## config.mk

```make
export PLATFORM = sky130hd
export DESIGN_NAME = iomem_gpio
export DESIGN_NICKNAME = d
export VERILOG_FILES = /design/src/rtl/iomem_gpio.sv
export SDC_FILE = /design/constraint.sdc
export NUM_CORES = 1
export LEC_CHECK = 0
export ABC_AREA = 1
export BUFFER_PORTS_ARGS = -buffer_cell sky130_fd_sc_hd__buf_2
export CELL_PAD_IN_SITES_DETAIL_PLACEMENT = 1
export CELL_PAD_IN_SITES_GLOBAL_PLACEMENT = 1
export CORE_ASPECT_RATIO = 1.5
export CORE_MARGIN = 10
export CORE_UTILIZATION = 36
export DETAILED_ROUTE_END_ITERATION = 8
export GPL_TIMING_DRIVEN = 0
export PLACE_DENSITY = 0.76
export RECOVER_POWER = 100
export SETUP_SLACK_MARGIN = 0.05
export SLEW_MARGIN = 30
export SYNTH_ARGS = -nofsm -noshare
export SYNTH_HDL_FRONTEND = slang
export SYNTH_SLANG_ARGS = --single-unit
```

## constraint.sdc

```tcl
create_clock -name clk -period 2 [get_ports clk]
set_clock_uncertainty 0.05 [all_clocks]
set_input_delay 0.2 -clock clk [delete_from_list [all_inputs] [get_ports clk]]
set_output_delay 0.2 -clock clk [all_outputs]
set_load 0.01 [all_outputs]
```

## src/rtl/iomem_gpio.sv

```systemverilog
// GPIO peripheral for the PicoSoC iomem bus: OUT/OE registers, atomic
// set/clear/toggle, synchronised inputs and edge-capture interrupts.
// Ports: clk, resetn (async, active low); iomem_valid/ready/wstrb/addr/
// wdata/rdata bus; gpio_in pads; gpio_out, gpio_oe pad drives; irq.
module iomem_gpio #(
  parameter int         WIDTH       = 8,
  parameter logic [7:0] BASE        = 8'h03,
  parameter int         SYNC_STAGES = 2
) (
  input  logic             clk,
  input  logic             resetn,
  input  logic             iomem_valid,
  output logic             iomem_ready,
  input  logic [3:0]       iomem_wstrb,
  input  logic [31:0]      iomem_addr,
  input  logic [31:0]      iomem_wdata,
  output logic [31:0]      iomem_rdata,
  input  logic [WIDTH-1:0] gpio_in,
  output logic [WIDTH-1:0] gpio_out,
  output logic [WIDTH-1:0] gpio_oe,
  output logic             irq
);

  logic             sel;
  logic             wr;
  logic [3:0]       off;
  logic [15:0]      hit;
  logic [31:0]      bmask;
  logic [WIDTH-1:0] m;
  logic [WIDTH-1:0] d;
  logic [31:0]      rval;

  logic [WIDTH-1:0] sync_q [SYNC_STAGES];
  logic [WIDTH-1:0] in_s;
  logic [WIDTH-1:0] in_p;
  logic [WIDTH-1:0] rise;
  logic [WIDTH-1:0] fall;

  logic [WIDTH-1:0] rise_en;
  logic [WIDTH-1:0] fall_en;
  logic [WIDTH-1:0] stat;
  logic [WIDTH-1:0] w1c;

  logic             unused;

  assign sel = iomem_valid && !iomem_ready
            && iomem_addr[31:24] == BASE;
  assign wr  = sel && (iomem_wstrb != 4'b0000);
  assign off = iomem_addr[5:2];
  assign hit = wr ? (16'd1 << off) : 16'd0;

  assign bmask = {{8{iomem_wstrb[3]}},
                  {8{iomem_wstrb[2]}},
                  {8{iomem_wstrb[1]}},
                  {8{iomem_wstrb[0]}}};
  assign m = bmask[WIDTH-1:0];
  assign d = iomem_wdata[WIDTH-1:0] & m;

  assign unused = ^{iomem_addr[23:6], iomem_addr[1:0],
                    iomem_wdata, bmask};

  assign in_s = sync_q[SYNC_STAGES-1];
  assign rise = in_s & ~in_p;
  assign fall = ~in_s & in_p;
  assign w1c  = hit[8] ? d : '0;
  assign irq  = |stat;

  always_comb begin
    rval = '0;
    unique case (off)
      4'd0:    rval[WIDTH-1:0] = gpio_out;
      4'd1:    rval[WIDTH-1:0] = gpio_oe;
      4'd2:    rval[WIDTH-1:0] = in_s;
      4'd6:    rval[WIDTH-1:0] = rise_en;
      4'd7:    rval[WIDTH-1:0] = fall_en;
      4'd8:    rval[WIDTH-1:0] = stat;
      default: rval = '0;
    endcase
  end

  always_ff @(posedge clk or negedge resetn) begin
    if (!resetn) begin
      for (int i = 0; i < SYNC_STAGES; i++)
        sync_q[i] <= '0;
      in_p <= '0;
    end else begin
      sync_q[0] <= gpio_in;
      for (int i = 1; i < SYNC_STAGES; i++)
        sync_q[i] <= sync_q[i-1];
      in_p <= in_s;
    end
  end

  always_ff @(posedge clk or negedge resetn) begin
    if (!resetn) begin
      iomem_ready <= 1'b0;
      iomem_rdata <= '0;
      gpio_out    <= '0;
      gpio_oe     <= '0;
      rise_en     <= '0;
      fall_en     <= '0;
      stat        <= '0;
    end else begin
      iomem_ready <= sel;
      iomem_rdata <= sel ? rval : '0;
      unique case (1'b1)
        hit[0]:  gpio_out <= (gpio_out & ~m) | d;
        hit[3]:  gpio_out <= gpio_out | d;
        hit[4]:  gpio_out <= gpio_out & ~d;
        hit[5]:  gpio_out <= gpio_out ^ d;
        default: gpio_out <= gpio_out;
      endcase
      if (hit[1]) gpio_oe <= (gpio_oe & ~m) | d;
      if (hit[6]) rise_en <= (rise_en & ~m) | d;
      if (hit[7]) fall_en <= (fall_en & ~m) | d;
      // new events OR in after the clear, so a same-cycle set wins
      stat <= (stat & ~w1c)
            | (rise & rise_en)
            | (fall & fall_en);
    end
  end

endmodule

```

==> impl_metrics.tcl <==
set metrics [dict create \
    h-tree-depth 3 \
    whs_ps 123 \
    grtUsageMet3_pct 3.94 \
    coreArea_sq_um 10100 \
    cts_resized 0 \
    irDropWorstVdd_uv 529 \
    tns_ps 0 \
    synth_top_family_by_area "simple AND/OR/NAND/NOR gates" \
    yosysWarnings 0 \
    use_met2_pct 28.6 \
    maxCapViolCount 0 \
    ys_ff_latch 73 \
    synthAdderAreaFrac_pct 2.72 \
    post-route-util_pct 45.3 \
    ctsRootBufferMaster "clkbuf_16" \
    initial_core_util_pct 36.5 \
    r2r-start "iomem_ready$_DFF_PN0_" \
    grt_pass1_wl_microns 17900 \
    crit_chain "nor2_4 -> nand3_2 -> nor2_8 -> inv_2 -> nor2_8 -> nand2_2 -> buf_6 -> nand2_1 -> o21ai_0" \
    cts_num_sinks 73 \
    cp-start-kind "register" \
    rsz0062_at_grt "false" \
    gp_congestion 0.816 \
    setup_viol 0 \
    drc_errors 0 \
    syn-instance-count 418 \
    hold_violations 0 \
    max_stage_delay_ps 400 \
    synthToLayoutAreaGrowth_pct 24.0 \
    max-clock-path-buffers 2 \
    numCtsBuffers 9 \
    period_share_pct 90.7 \
    path_class "register to register" \
    grt-ovfl-total 0 \
    num_rows 45 \
    leakagePower_nw 2.26 \
    vias 3222 \
    antenna_found_initial 0 \
    wl_per_cell_microns 17.5 \
    grt_max_degree 45 \
    die-area_sq_um 14700 \
    total_power_w 0.00354 \
    clkLatencyLatePin_ps 340 \
    ys_types 34 \
    grt_use_met1_pct 16.5 \
    p_per_area_nw_per_um2 777 \
    cpMostUsedCell "nor2_8" \
    firstDrtPassIters 4 \
    antenna_left 0 \
    required_ps 2160 \
    die_w_microns 103 \
    dp_hpwl_microns 8520 \
    cts_setup_buffers 0 \
    synth.area.mux_share_pct 0 \
    rrSetupSlack_ps 190 \
    first_global_vias 3591 \
    hold_path_class "input port to register" \
    fin_nets 609 \
    period_minus_slack_ps 1810 \
    outcome "complete, no violations" \
    diodes 0 \
    worstMarginPinSlew_ps 918 \
    top_usage_layer "met2" \
    syn_area_sq_um 3680 \
    fmax_ghz 0.551 \
    first_iter_violations 118 \
    ys_seq_area_share_pct 49.7 \
    critPathMaxFanout 10 \
    post_drt_via_cell_ratio 5.00 \
    synth_xor_xnor_area_share_pct 0 \
    slew_headroom_pct 38.4 \
    portBuffers 60 \
    critPathSlowestCell "dfrtp_1" \
    slew_violations 0 \
    wl_microns 11300 \
    end_kind "register" \
    clk_pin_slew_ps 50 \
    die-height_microns 144 \
    synth_simple_gate_area_share_pct 24.2 \
    track_usage_pct 15.9 \
    crit_start "iomem_ready$_DFF_PN0_" \
    worst-r2r-cell-count 9 \
    cts_tree "yes" \
    arrival_ps 1970 \
    avgSynthCellArea_sq_um 8.80 \
    drive_gt1_share_pct 19.9 \
    io_pins 129 \
    synth_compound_area_share_pct 13.0 \
]
kinds of logic (layout without fill, tap and decap cells):
family / count (synthesis) / count (layout)
flops: 73 / 73
fa+ha+maj: 8 / 8
simple gates: 199 / 199
other cells: 1 / 24
buf+inv: 68 / 154
compound gates: 69 / 69
cells in the final DEF (no fill, tap or decap), types with 3 or more instances in the layout:
cell,count
a21oi_1,11
a31oi_1,4
a41oi_1,3
buf_2,32
buf_4,25
buf_6,4
clkbuf_1,29
clkbuf_16,9
clkbuf_8,5
conb_1,24
dfrtp_1,73
dlygate4sd3_1,9
ha_1,8
inv_1,33
inv_2,5
nand2_1,116
nand2_2,4
nand3_1,21
nor2_1,43
o211ai_1,6
o21ai_0,27
o21ai_1,3
o21ai_2,5
worst min path at each step:
stage                              start                         end  slack, ps  cells past startpoint
after floorplan                   resetn  asynchronous set/reset pin       -150                      0
after global placement        gpio_in[5]        sync_q[13]$_DFF_PN0_        260                      1
after detailed placement          resetn    iomem_rdata[3]$_DFF_PN0_        120                      1
after CTS                 iomem_wdata[4]                    register        140                      3
after global routing      iomem_wdata[4]                    register        140                      3
final                     iomem_wdata[4]                    register        120                      3
power breakdown:
| group | total [W] | internal (W) | switching, W |
|---|---|---|---|
| logic | 0.000271 | 0.000102 | 0.000168 |
| registers | 0.00153 | 0.00151 | 0.0000217 |
| clock network | 0.00174 | 0.00114 | 0.000606 |
| total | 0.00354 | 0.00275 | 0.000796 |
per-stage QoR:
stage | worst slack (ps) | instances | area, sq um
floorplan | 454 | 441 | 3760
global placement | 53.4 | 618 | 4210
CTS | 183 | 644 | 4650
finish | 186 | 644 | 4560
global route | 56.3 | 644 | 4560
detailed placement | 1.23 | 619 | 4230
routing by layer:
layer,share of wire [%],vias up
li1,-,1522
met1,38,1572
met2,53,100
met3,5.7,28
met4,3.1,0
met5,0,-
timing repair:
item / CTS / global route
hold endpoints to repair: 37 / 0
setup endpoints to repair: 0 / 0
hold buffers: 9 / 0
layout make-up:
| class | count | area [sq um] |
|---|---|---|
| Clock buffer | 15 | 298 |
| Timing Repair Buffer | 70 | 377 |
| Inverter | 38 | 143 |
| Fill cell | 1231 | 5520 |
| Clock inverter | 1 | 30.0 |
| Buffer | 30 | 236 |
| Multi-Input combinational cell | 300 | 1510 |
| Tap cell | 117 | 146 |
| Sequential cell | 73 | 1830 |
critical path: cells and delay by family, from the launching register on:
kind / cells / cell delay, ps
buffers and inverters: 2 / 350
AOI/OAI and AO/OA: 1 / 80
and+or+nand+nor: 6 / 800
DFF: 1 / 400
cells in the mapped netlist (all sizes together):
cell,count,area [sq um]
o311ai,2,17.5
conb,1,3.75
dfrtp,73,1830
a31oi,4,25.0
buf,29,233
clkbuf,1,3.75
nor3,1,10.0
nor4,2,12.5
inv,38,145
a22o,2,17.5
o211ai,8,70.1
a21oi,11,55.1
ha,8,100
o2111ai,1,8.76
o22ai,1,6.26
nor2,49,236
o21ai,35,235
nand4,2,12.5
a211oi,2,15.0
a41oi,3,26.3
nand3,23,130
nand2,122,488
Note: power is estimated with default switching activity, not from simulation.
